**config.mk**
```make
export PLATFORM = sky130hd
export DESIGN_NAME = mcu_spi_bridge_flat
export DESIGN_NICKNAME = d
export VERILOG_FILES = /design/src/rtl/mcu_spi_bridge_pkg.sv /design/src/rtl/mcu_spi_bridge_if.sv /design/src/rtl/mcu_spi_bridge_fifo.sv /design/src/rtl/mcu_spi_bridge.sv /design/src/flat_wrapper.sv
export SDC_FILE = /design/constraint.sdc
export NUM_CORES = 1
export LEC_CHECK = 0
export CORE_MARGIN = 3
export CORE_UTILIZATION = 30
export CTS_CLUSTER_DIAMETER = 50
export DETAILED_ROUTE_END_ITERATION = 10
export RECOVER_POWER = 25
export SYNTH_ARGS = -nofsm -noshare
export SYNTH_HDL_FRONTEND = slang
export SYNTH_SLANG_ARGS = --single-unit
export TNS_END_PERCENT = 30
```
**constraint.sdc**
```tcl
create_clock -name SClk -period 5.8 [get_ports SClk]
set_input_delay 0.58 -clock SClk [delete_from_list [all_inputs] [get_ports SClk]]
set_output_delay 0.58 -clock SClk [all_outputs]
set_load 0.01 [all_outputs]
```
**src/rtl/mcu_spi_bridge_pkg.sv**
```systemverilog
// rtl/mcu_spi_bridge_pkg.sv - shared types, FSM encodings and helpers for the MCU SPI bridge
package mcu_spi_pkg;

    typedef enum logic [1:0] {
        MODE_WRITE  = 2'd0,
        MODE_READ   = 2'd1,
        MODE_DUPLEX = 2'd2
    } spi_mode_e;

    localparam logic [1:0] CMD_MODE_RSVD = 2'd3;

    localparam logic [2:0] ST_IDLE     = 3'd0;
    localparam logic [2:0] ST_LOWER_CS = 3'd1;
    localparam logic [2:0] ST_OPCODE   = 3'd2;
    localparam logic [2:0] ST_DATA     = 3'd3;
    localparam logic [2:0] ST_STALL    = 3'd4;
    localparam logic [2:0] ST_RAISE_CS = 3'd5;

    localparam logic [7:0] IDLE_TX_DEFAULT = 8'hFF;

    function automatic logic need_tx(input spi_mode_e m);
        return m != MODE_READ;
    endfunction

    function automatic logic need_rx(input spi_mode_e m);
        return m != MODE_WRITE;
    endfunction

endpackage

```
**src/rtl/mcu_spi_bridge_if.sv**
```systemverilog
// rtl/mcu_spi_bridge_if.sv - host command/FIFO bus and MCU SPI pins of the bridge
interface mcu_spi_bridge_if #(
    parameter int LEN_W = 9
);
    logic             CmdWr;
    logic [7:0]       CmdOpcode;
    logic [LEN_W-1:0] CmdLen;
    logic [1:0]       CmdMode;
    logic             Abort;
    logic             TxWr;
    logic [7:0]       TxData;
    logic             TxFull;
    logic             RxRd;
    logic [7:0]       RxData;
    logic             RxEmpty;
    logic             Busy;
    logic             CmdErr;
    logic             SPIDi;
    logic             SPIDo;
    logic             nMCUSel;
    logic             SPIClkRunning;
    logic             SPIClkStretch;

    modport slave (
        input  CmdWr, CmdOpcode, CmdLen, CmdMode, Abort, TxWr, TxData, RxRd, SPIDi,
        output TxFull, RxData, RxEmpty, Busy, CmdErr, SPIDo, nMCUSel,
               SPIClkRunning, SPIClkStretch
    );

    modport master (
        output CmdWr, CmdOpcode, CmdLen, CmdMode, Abort, TxWr, TxData, RxRd, SPIDi,
        input  TxFull, RxData, RxEmpty, Busy, CmdErr, SPIDo, nMCUSel,
               SPIClkRunning, SPIClkStretch
    );
endinterface

```
**src/rtl/mcu_spi_bridge_fifo.sv**
```systemverilog
// rtl/mcu_spi_bridge_fifo.sv - show-ahead synchronous FIFO with flush, used for TX and RX bytes
module sync_fifo #(
    parameter  int WIDTH = 8,
    parameter  int DEPTH = 8,
    localparam int CW    = $clog2(DEPTH) + 1
) (
    input  logic             clk,
    input  logic             rst_n,
    input  logic             flush,
    input  logic             push,
    input  logic [WIDTH-1:0] push_data,
    input  logic             pop,
    output logic [WIDTH-1:0] pop_data,
    output logic             full,
    output logic [CW-1:0]    count
);
    localparam int AW = $clog2(DEPTH);

    logic [WIDTH-1:0] mem [DEPTH];
    logic [AW-1:0]    wr_ptr;
    logic [AW-1:0]    rd_ptr;
    logic             empty;
    logic             do_push;
    logic             do_pop;

    assign full     = count == CW'(DEPTH);
    assign empty    = count == '0;
    assign do_push  = push && !full;
    assign do_pop   = pop && !empty;
    assign pop_data = mem[rd_ptr];

    always_ff @(posedge clk) begin
        if (do_push && !flush) begin
            mem[wr_ptr] <= push_data;
        end
    end

    // Pointers wrap naturally because DEPTH is a power of two.
    always_ff @(posedge clk or negedge rst_n) begin
        if (!rst_n) begin
            wr_ptr <= '0;
            rd_ptr <= '0;
            count  <= '0;
        end else if (flush) begin
            wr_ptr <= '0;
            rd_ptr <= '0;
            count  <= '0;
        end else begin
            if (do_push) wr_ptr <= wr_ptr + AW'(1);
            if (do_pop)  rd_ptr <= rd_ptr + AW'(1);
            count <= count + CW'(do_push) - CW'(do_pop);
        end
    end
endmodule

```
**src/rtl/mcu_spi_bridge.sv**
```systemverilog
// rtl/mcu_spi_bridge.sv - cart-bus to MCU SPI command bridge: opcode + counted payload via TX/RX FIFOs
module mcu_spi_bridge
    import mcu_spi_pkg::*;
#(
    parameter int         FIFO_DEPTH = 8,
    parameter int         LEN_W      = 9,
    parameter logic [7:0] IDLE_TX    = IDLE_TX_DEFAULT
) (
    input  logic           SClk,
    input  logic           nReset,
    mcu_spi_bridge_if.slave bus
);
    localparam int            CW      = $clog2(FIFO_DEPTH) + 1;
    localparam logic [CW-1:0] RX_LAST = CW'(FIFO_DEPTH - 1);

    logic [2:0]       state;
    logic [2:0]       state_nx;
    logic [2:0]       bit_cnt;
    logic [LEN_W-1:0] byte_cnt;
    logic [7:0]       shreg;
    spi_mode_e        mode;
    logic             cs_n;
    logic             cmd_err;

    logic             shifting;
    logic             byte_done;
    logic [7:0]       rx_byte;
    logic             rx_push;
    logic             tx_pop;
    logic             tx_blocked;
    logic             rx_blocked;
    logic             start_byte;
    logic             accept;

    logic [7:0]       tx_head;
    logic             tx_full;
    logic [CW-1:0]    tx_count;
    logic [7:0]       rx_head;
    logic             rx_full;
    logic [CW-1:0]    rx_count;

    assign shifting  = (state == ST_OPCODE) || (state == ST_DATA);
    assign byte_done = shifting && (bit_cnt == 3'd7);
    assign rx_byte   = {shreg[6:0], bus.SPIDi};
    assign rx_push   = byte_done && (state == ST_DATA) && need_rx(mode);

    // The byte finishing this cycle still lands in RX, so the next byte needs a slot beyond it.
    assign tx_blocked = need_tx(mode) && (tx_count == '0);
    assign rx_blocked = need_rx(mode) && (rx_full || (rx_push && rx_count == RX_LAST));
    assign start_byte = (byte_done || state == ST_STALL) && (byte_cnt != '0)
                        && !tx_blocked && !rx_blocked && !bus.Abort;
    assign tx_pop     = start_byte && need_tx(mode);
    assign accept     = bus.CmdWr && (state == ST_IDLE) && (bus.CmdMode != CMD_MODE_RSVD)
                        && !bus.Abort;

    always_comb begin
        state_nx = state;
        case (state)
            ST_IDLE:     if (accept) state_nx = ST_LOWER_CS;
            ST_LOWER_CS: state_nx = ST_OPCODE;
            ST_OPCODE,
            ST_DATA: begin
                if (byte_done) begin
                    if (byte_cnt == '0)  state_nx = ST_RAISE_CS;
                    else if (start_byte) state_nx = ST_DATA;
                    else                 state_nx = ST_STALL;
                end
            end
            ST_STALL:    if (start_byte) state_nx = ST_DATA;
            ST_RAISE_CS: state_nx = ST_IDLE;
            default:     state_nx = ST_IDLE;
        endcase
        if (bus.Abort && state != ST_IDLE) state_nx = ST_RAISE_CS;
    end

    always_ff @(posedge SClk or negedge nReset) begin
        if (!nReset) begin
            state    <= ST_IDLE;
            bit_cnt  <= '0;
            byte_cnt <= '0;
            shreg    <= 8'hFF;
            mode     <= MODE_WRITE;
            cs_n     <= 1'b1;
            cmd_err  <= 1'b0;
        end else begin
            state   <= state_nx;
            cs_n    <= !((state_nx == ST_OPCODE) || (state_nx == ST_DATA) || (state_nx == ST_STALL));
            bit_cnt <= shifting ? bit_cnt + 3'd1 : 3'd0;

            if (accept) begin
                shreg    <= bus.CmdOpcode;
                byte_cnt <= bus.CmdLen;
                mode     <= spi_mode_e'(bus.CmdMode);
            end else if (start_byte) begin
                shreg    <= need_tx(mode) ? tx_head : IDLE_TX;
                byte_cnt <= byte_cnt - LEN_W'(1);
            end else if (shifting) begin
                shreg    <= rx_byte;
            end

            if (accept) begin
                cmd_err <= 1'b0;
            end else if (bus.CmdWr && (state != ST_IDLE || bus.CmdMode == CMD_MODE_RSVD)) begin
                cmd_err <= 1'b1;
            end
        end
    end

    sync_fifo #(.WIDTH(8), .DEPTH(FIFO_DEPTH)) u_tx_fifo (
        .clk       (SClk),
        .rst_n     (nReset),
        .flush     (bus.Abort),
        .push      (bus.TxWr),
        .push_data (bus.TxData),
        .pop       (tx_pop),
        .pop_data  (tx_head),
        .full      (tx_full),
        .count     (tx_count)
    );

    sync_fifo #(.WIDTH(8), .DEPTH(FIFO_DEPTH)) u_rx_fifo (
        .clk       (SClk),
        .rst_n     (nReset),
        .flush     (bus.Abort),
        .push      (rx_push),
        .push_data (rx_byte),
        .pop       (bus.RxRd),
        .pop_data  (rx_head),
        .full      (rx_full),
        .count     (rx_count)
    );

    assign bus.TxFull        = tx_full;
    assign bus.RxData        = rx_head;
    assign bus.RxEmpty       = rx_count == '0;
    assign bus.Busy          = state != ST_IDLE;
    assign bus.CmdErr        = cmd_err;
    assign bus.SPIDo         = cs_n ? 1'b1 : shreg[7];
    assign bus.nMCUSel       = cs_n;
    assign bus.SPIClkRunning = shifting;
    assign bus.SPIClkStretch = state == ST_STALL;
endmodule

```
**src/flat_wrapper.sv**
```systemverilog
// flat-port wrapper written by rule: the top's interface ports become plain ports
module mcu_spi_bridge_flat import mcu_spi_pkg::*;
#(
    parameter int         FIFO_DEPTH = 8,
    parameter int         LEN_W      = 9,
    parameter logic [7:0] IDLE_TX    = IDLE_TX_DEFAULT
)
  (SClk, nReset, bus_CmdWr, bus_CmdOpcode, bus_CmdLen, bus_CmdMode, bus_Abort, bus_TxWr, bus_TxData, bus_RxRd, bus_SPIDi, bus_TxFull, bus_RxData, bus_RxEmpty, bus_Busy, bus_CmdErr, bus_SPIDo, bus_nMCUSel, bus_SPIClkRunning, bus_SPIClkStretch);
  mcu_spi_bridge_if #(.LEN_W(LEN_W)) bus_i ();
  input  logic SClk;
  input  logic nReset;
  input wire logic [$bits(bus_i.CmdWr)-1:0] bus_CmdWr;
  input wire logic [$bits(bus_i.CmdOpcode)-1:0] bus_CmdOpcode;
  input wire logic [$bits(bus_i.CmdLen)-1:0] bus_CmdLen;
  input wire logic [$bits(bus_i.CmdMode)-1:0] bus_CmdMode;
  input wire logic [$bits(bus_i.Abort)-1:0] bus_Abort;
  input wire logic [$bits(bus_i.TxWr)-1:0] bus_TxWr;
  input wire logic [$bits(bus_i.TxData)-1:0] bus_TxData;
  input wire logic [$bits(bus_i.RxRd)-1:0] bus_RxRd;
  input wire logic [$bits(bus_i.SPIDi)-1:0] bus_SPIDi;
  output wire logic [$bits(bus_i.TxFull)-1:0] bus_TxFull;
  output wire logic [$bits(bus_i.RxData)-1:0] bus_RxData;
  output wire logic [$bits(bus_i.RxEmpty)-1:0] bus_RxEmpty;
  output wire logic [$bits(bus_i.Busy)-1:0] bus_Busy;
  output wire logic [$bits(bus_i.CmdErr)-1:0] bus_CmdErr;
  output wire logic [$bits(bus_i.SPIDo)-1:0] bus_SPIDo;
  output wire logic [$bits(bus_i.nMCUSel)-1:0] bus_nMCUSel;
  output wire logic [$bits(bus_i.SPIClkRunning)-1:0] bus_SPIClkRunning;
  output wire logic [$bits(bus_i.SPIClkStretch)-1:0] bus_SPIClkStretch;
  assign bus_i.CmdWr = bus_CmdWr;
  assign bus_i.CmdOpcode = bus_CmdOpcode;
  assign bus_i.CmdLen = bus_CmdLen;
  assign bus_i.CmdMode = bus_CmdMode;
  assign bus_i.Abort = bus_Abort;
  assign bus_i.TxWr = bus_TxWr;
  assign bus_i.TxData = bus_TxData;
  assign bus_i.RxRd = bus_RxRd;
  assign bus_i.SPIDi = bus_SPIDi;
  assign bus_TxFull = bus_i.TxFull;
  assign bus_RxData = bus_i.RxData;
  assign bus_RxEmpty = bus_i.RxEmpty;
  assign bus_Busy = bus_i.Busy;
  assign bus_CmdErr = bus_i.CmdErr;
  assign bus_SPIDo = bus_i.SPIDo;
  assign bus_nMCUSel = bus_i.nMCUSel;
  assign bus_SPIClkRunning = bus_i.SPIClkRunning;
  assign bus_SPIClkStretch = bus_i.SPIClkStretch;
  mcu_spi_bridge #(.FIFO_DEPTH(FIFO_DEPTH), .LEN_W(LEN_W), .IDLE_TX(IDLE_TX)) u_core (.SClk(SClk), .nReset(nReset), .bus(bus_i));
endmodule
```
* Word-level counts from Yosys, hierarchy flattened
Memory sizes are Yosys's and may differ from the RTL's.
Cells that the tools add are included.
** Cells by class
- Muxes and demuxes :: 31
- Reduce and logical (&&, ||, !) cells :: 51
- Equal/unequal tests :: 14
- $add $sub $neg :: 10
** Operators with widths (count)
- 3-bit two-way mux :: 15
- 8-bit two-way mux :: 4
- 1-bit logical AND :: 22
- 9-bit two-way mux :: 2
- 3-bit by 1-bit adder with 3-bit output, second input constant :: 5
- 2-bit nonzero test :: 7
- 3-bit by 2-bit == test with 1-bit output, second input constant :: 4
- 3-bit case mux with 4 select lines :: 1
- 3-bit == test, second input constant :: 3
- 9-bit zero test :: 1
- 9-bit nonzero test :: 1
- 9-bit by 1-bit subtractor with 9-bit output, second input constant :: 1
- 4-bit by 1-bit adder with 4-bit output :: 2
- 4-bit == test, second input constant :: 2
- 1-bit zero test :: 8
- 4-bit zero test :: 2
- 4-bit two-way mux :: 2
- 4-bit by 1-bit subtractor with 4-bit output :: 2
- 1-bit two-way mux :: 7
- 1-bit logical OR :: 6
- 3-bit nonzero test :: 2
- 4-bit by 3-bit == test with 1-bit output, second input constant :: 1
- 3-bit by 1-bit == test with 1-bit output, second input constant :: 1
- 3-bit zero test :: 1
- other kinds (4) :: 4
** Word-level totals
- Output and inout port bits :: 16
- Flip-flop bits (word level) :: 47
- Memory bits (writable) :: 128
- Word-level logic and storage cells :: 121
- Memories :: 2
- Bits of input ports :: 34
** Memory list
- u_core.u_rx_fifo.mem :: words 8, width 8, read ports 1, clocked after memory_dff 0, write ports 1, RTL line mcu_spi_bridge_fifo.sv:19 : logic [WIDTH-1:0] mem [DEPTH];
- u_core.u_tx_fifo.mem :: words 8, width 8, read ports 1, clocked after memory_dff 0, write ports 1, RTL line mcu_spi_bridge_fifo.sv:19

* Longest topological paths before layout
- Depth after elaboration :: 20
- Gate-level depth with buffers :: 13
- Gate-level depth less buffers :: 12

* Cells and area by module
From an unflattened synthesis, not the netlist that was laid out.
** Second synthesis, totals
- Cells, all modules :: 520
- Area, all modules :: 8029.0 um^2
** By module, submodules not included
- sync_fifo :: instances 2, area each 3131.8 um^2, cells an instance 168, sequential area each 2172.1 um^2
- mcu_spi_bridge :: instances 1, area each 1765.4 um^2, cells an instance 184, sequential area each 686.9 um^2

* Least setup slack after synthesis
Ideal clock, no wire load.
- Kind :: register to register
- Start point :: register u_core.bit_cnt[0]
- End point :: register u_core.u_tx_fifo.count[1]
- Stages on the path, launching flop included :: 12
- Required time :: 5.668 ns
- Period minus slack after synthesis :: 2.792 ns
- Library setup time :: 0.132 ns
- Slack :: 3.008 ns
- Data arrival time :: 2.660 ns
- Buffers on the path :: 1
- Path through :: dfrtp_1 -> ha_1 -> ha_1 -> and4b_1 -> a211oi_1 -> o211a_1 -> buf_2 -> ha_1 -> inv_1 -> ha_1 -> fa_1 -> nor2b_1
** Between the ends
- Longest elaborated chain between the ends :: 14
- Elaborated cells on any way between the ends :: 17
- Those cells by class :: 1 x add/sub; 1 x eq/ne; 1 x mux; 14 x reduce/logical
** RTL lines
- from (decl) :: RTL line mcu_spi_bridge.sv:18 : logic [2:0] bit_cnt;
- from (signal assigned) :: RTL line mcu_spi_bridge.sv:88 : bit_cnt <= shifting ? bit_cnt + 3'd1 : 3'd0;
- 3-bit == test (*) :: RTL line mcu_spi_bridge.sv:43 : assign byte_done = shifting && (bit_cnt == 3'd7);
- 1-bit logical AND (*) :: RTL line mcu_spi_bridge.sv:43
- 1-bit logical AND (2 in a row) :: RTL line mcu_spi_bridge.sv:45 : assign rx_push = byte_done && (state == ST_DATA) && need_rx(mode);
- 1-bit logical AND :: RTL line mcu_spi_bridge.sv:49 : assign rx_blocked = need_rx(mode) && (rx_full || (rx_push && rx_count == RX_LAST));
- 1-bit logical OR :: RTL line mcu_spi_bridge.sv:49
- 1-bit logical AND :: RTL line mcu_spi_bridge.sv:49
- 1-bit zero test :: RTL line mcu_spi_bridge.sv:51 : && !tx_blocked && !rx_blocked && !bus.Abort;
- 1-bit logical AND (*) (2 in a row) :: RTL line mcu_spi_bridge.sv:51
- 1-bit logical AND (*) :: RTL line mcu_spi_bridge.sv:52 : assign tx_pop = start_byte && need_tx(mode);
- 1-bit logical AND (*) :: RTL line mcu_spi_bridge_fifo.sv:29 : assign do_pop = pop && !empty;
- 4-bit by 1-bit subtractor with 4-bit output (*) :: RTL line mcu_spi_bridge_fifo.sv:51 : count <= count + CW'(do_push) - CW'(do_pop);
- 4-bit two-way mux (*) :: RTL line mcu_spi_bridge_fifo.sv:44 : end else if (flush) begin
- to (signal assigned) :: RTL line mcu_spi_bridge_fifo.sv:51
- to (decl) :: RTL line mcu_spi_bridge_fifo.sv:15 : output logic [CW-1:0] count
Mark *: on every way between the ends. The rest lies on a longest branch, timed or not.
A chain may end at the register's enable or synchronous reset.

* Worst setup path in the final report
- Start point :: register u_core.u_rx_fifo.rd_ptr[0]
- End point :: output port bus_RxData[2]
** Between the ends
- Longest elaborated chain between the ends :: 1
** RTL lines
- from (decl) :: RTL line mcu_spi_bridge_fifo.sv:21 : logic [AW-1:0] rd_ptr;
- from (signal assigned) :: RTL line mcu_spi_bridge_fifo.sv:50 : if (do_pop) rd_ptr <= rd_ptr + AW'(1);
- memory 8 x 8 bit
- to (decl) :: RTL line flat_wrapper.sv:22 : output wire logic [$bits(bus_i.RxData)-1:0] bus_RxData;
Every way passes these cells.

==> flow_summary.ini <==
[outcome]
status = finished, violations left
violations = capacitance limit, slew limit

[setup_path]
worstSetupStartpoint = u_core.u_rx_fifo.rd_ptr[0]$_DFFE_PN0P_
end_kind = output port
path_cells = mux4_2 -> mux2_2 -> clkdlybuf4s50_1
worst_r2r_startpoint = u_core.bit_cnt[0]$_DFF_PN0_
r2r_end = u_core.u_tx_fifo.count[1]$_DFF_PN0_
criticalPathCategory = register to output port
crit_fanout = 18
cp.depth = 3
cp-endpoint = bus_RxData[2]
path_buf_inv = 1
cp.required_ps = 5220
r2r_setup_slack_ps = 2620
worst_ep_arrival_time_ps = 2850
critPathMaxStageDelay_ps = 1050
cp_slowest_cell = dfrtp_1
worst_r2r_path_depth = 10
cp-start-kind = register
cp_top_family = flip-flops

[pwr]
intPower_mw = 2.680
cellPowerDensity_nw_per_um2 = 426.5
p_comb_share_pct = 24.3
seqPwrFrac_pct = 46.0
finalPower_mw = 3.871
max-vdd-ir-drop_mv = 0.1613
p_sw_mw = 1.191
netSwitchingFraction_pct = 30.78
leakage_nw = 3.132
power_frac_clock_pct = 29.8

[sta]
slew_viol_final = 48
finalCritPeriodShare_pct = 59.12
tns_ps = 0
hold_slack_ps = 444.6
finalHoldViolations = 0
rsz0062_at_grt = false
clock_skew_ps = 10.59
setup_ws_ps = 2371
tightest_slew_ps = 2576
fin_crit_ps = 3429
max-slew-margin-rel_pct = -71.70
setup_violations = 0
timing.fmax_ghz = 0.2917

[layout]
insertedDiodeCount = 0
fin_nets = 598
final_util_pct = 36.79
seq_area_um2 = 5031
fin_area_um2 = 9077
instances_no_fill = 878
drive_gt1_share_pct = 15.70
multiInputGateArea_um2 = 2432
area_growth_pct = 18.95
fillers = 2359

[global_routing]
grt_max_degree = 48
grt_pass1_vias = 4458
track_usage_pct = 12.00
antenna_found_initial = 0
grt_pass1_wl_mm = 24.45
grt-ovfl-total = 0

[place]
pre_cts_slack_ps = 2664
dp.cells = 846
numPortBuffers = 49
gp_congestion = 0.7963
dpl.hpwl_mm = 10.40
place_area_um2 = 8459

[die]
die_w_um = 165.5
fp.coreArea_um2 = 24680
dieArea_um2 = 27390
io_pins = 50
row_count = 57
die_h_um = 165.5
initial_core_util_pct = 30.92

[routing]
avgViaCountPerCell = 4.813
dr_total_vias = 4226
ant_nets = 0
drcViolationCount = 0
drt_first_iter_violations = 226
detail_route.first_pass.iterations = 4
routed_wl_mm = 15.44
wl_per_cell_um = 17.59

[synthesis]
synth-main-ff-cell = edfxtp_1
netlist_instances = 492
syn-num-nets = 549
ys_seq_elements = 175
synth_warnings = 0
ys_async_sr_fraction_pct = 26.86
syn_avg_cell_area_um2 = 15.51
synth_cell_types = 56
syn_area_um2 = 7631
synth-edff-count = 128
yosysSeqAreaShare_pct = 65.93

[clock_tree]
cts_made_buffers = 17
cts_tree = yes
clock_latency_ps = 430
cts_hold_repair.buffers = 0
cts_buffer_depth = 2
path_clk_slew_ps = 70
h-tree-depth = 4
root_buffer = clkbuf_16
post-cts-setup-buffers = 0
ctsResizeCount = 0
cts.sinks = 175

[flow_run]
maxCapViolations = 1

[min_path]
holdPathStages = 1
hold_path_class = register to register
## per-layer routing
metal  vias up  track usage (%)  share of wire (%)  wire length (µm)
met1      2152            15.07                 42              6523
met5         -                0                  0                 0
met2        88            20.54                 53              8186
met3        11            3.193                4.0               618
met4         0            3.251               0.73               113
li1       1975                -                  -                 -
## placed cells by master (no fill, tap or decap), types with 11 or more instances in the layout
master           count
nor2_1              35
clkdlybuf4s50_1     43
inv_1               16
clkbuf_16           17
ha_1                21
dfrtp_1             38
mux4_2              32
nand2_1             43
mux2i_1             18
a21oi_1             11
edfxtp_1           128
## cells in the mapped netlist, types with 2 or more instances
cell,instances,area share [%]
nor3_1,8,0.52
a21oi_1,11,0.72
xnor2_1,8,0.92
mux2i_1,18,2.4
mux4_2,32,9.4
dfstp_2,9,3.1
a22o_1,2,0.23
a211oi_1,2,0.20
nand4b_1,3,0.34
o41ai_1,2,0.23
a21o_1,2,0.20
ha_1,21,3.4
buf_2,6,0.39
inv_1,16,0.79
or3_1,5,0.41
edfxtp_1,128,50
xor2_1,4,0.46
nor4_1,2,0.16
dfrtp_1,38,12
a31oi_1,4,0.33
o21ai_0,2,0.13
nand4_1,2,0.16
or4_1,3,0.30
nor2b_1,8,0.66
o21ai_1,2,0.13
nor2_1,36,1.8
or2_2,2,0.16
a221o_1,8,1.0
clkbuf_1,14,0.69
nor3b_1,3,0.30
fa_1,2,0.52
nand3_1,4,0.26
and2_1,2,0.16
nand2b_1,8,0.66
nand2_1,43,2.1
buf_1,2,0.098
buf_6,2,0.30
o31ai_1,3,0.30
mux2_2,8,1.2
## kinds of logic after synthesis
kind of cell	share of synthesized area [%]
AO/OA/AOI/OAI	4.640
XOR/XNOR	1.377
adder cells (fa/ha/maj)	4.099
buffers and inverters	2.361
flip-flops	65.93
multiplexers	12.99
AND/OR/NAND/NOR	8.608
## sequential cells by signal, indices dropped and copies added (netlist names)
| name | count |
|---|---|
| u_core.u_tx_fifo.mem | 64 |
| u_core.u_rx_fifo.wr_ptr | 3 |
| u_core.state | 3 |
| u_core.u_rx_fifo.mem | 64 |
| u_core.shreg | 8 |
| u_core.u_tx_fifo.wr_ptr | 3 |
| u_core.u_rx_fifo.rd_ptr | 3 |
| u_core.bit_cnt | 3 |
| u_core.bus.CmdErr | 1 |
| u_core.u_rx_fifo.count | 4 |
| u_core.u_tx_fifo.count | 4 |
| u_core.bus.nMCUSel | 1 |
| u_core.u_tx_fifo.rd_ptr | 3 |
| u_core.mode | 2 |
| u_core.byte_cnt | 9 |
## power by group through the flow
| stage | registers [mW] | clock network, mW | logic, mW |
|---|---|---|---|
| floorplan | 1.69 | 0 | 0.735 |
| global placement | 1.80 | 0 | 0.910 |
| detailed placement | 1.81 | 0 | 0.947 |
| CTS | 1.79 | 1.18 | 0.952 |
| global route | 1.81 | 1.24 | 1.04 |
| finish | 1.78 | 1.15 | 0.940 |
## final cells by class
| class | count | share of cell area [%] |
|---|---|---|
| clock buffer | 17 | 4.686 |
| multi-input combinational | 276 | 26.80 |
| tap | 324 | 4.466 |
| timing repair buffer | 55 | 5.830 |
| sequential | 175 | 55.42 |
| clock inverter | 15 | 2.136 |
| inverter | 16 | 0.6616 |
## worst min path at each step
stage	startpoint	to
finish	u_core.bit_cnt[0]$_DFF_PN0_	u_core.bit_cnt[0]$_DFF_PN0_
global route	u_core.bit_cnt[0]$_DFF_PN0_	u_core.bit_cnt[0]$_DFF_PN0_
CTS	nReset	u_core.u_rx_fifo.count[1]$_DFF_PN0_
detailed placement	u_core.bit_cnt[0]$_DFF_PN0_	u_core.bit_cnt[0]$_DFF_PN0_
global placement	u_core.bit_cnt[0]$_DFF_PN0_	u_core.bit_cnt[0]$_DFF_PN0_
floorplan	nReset	u_core.bit_cnt[0]$_DFF_PN0_
Power figures use the tool's default switching activity.
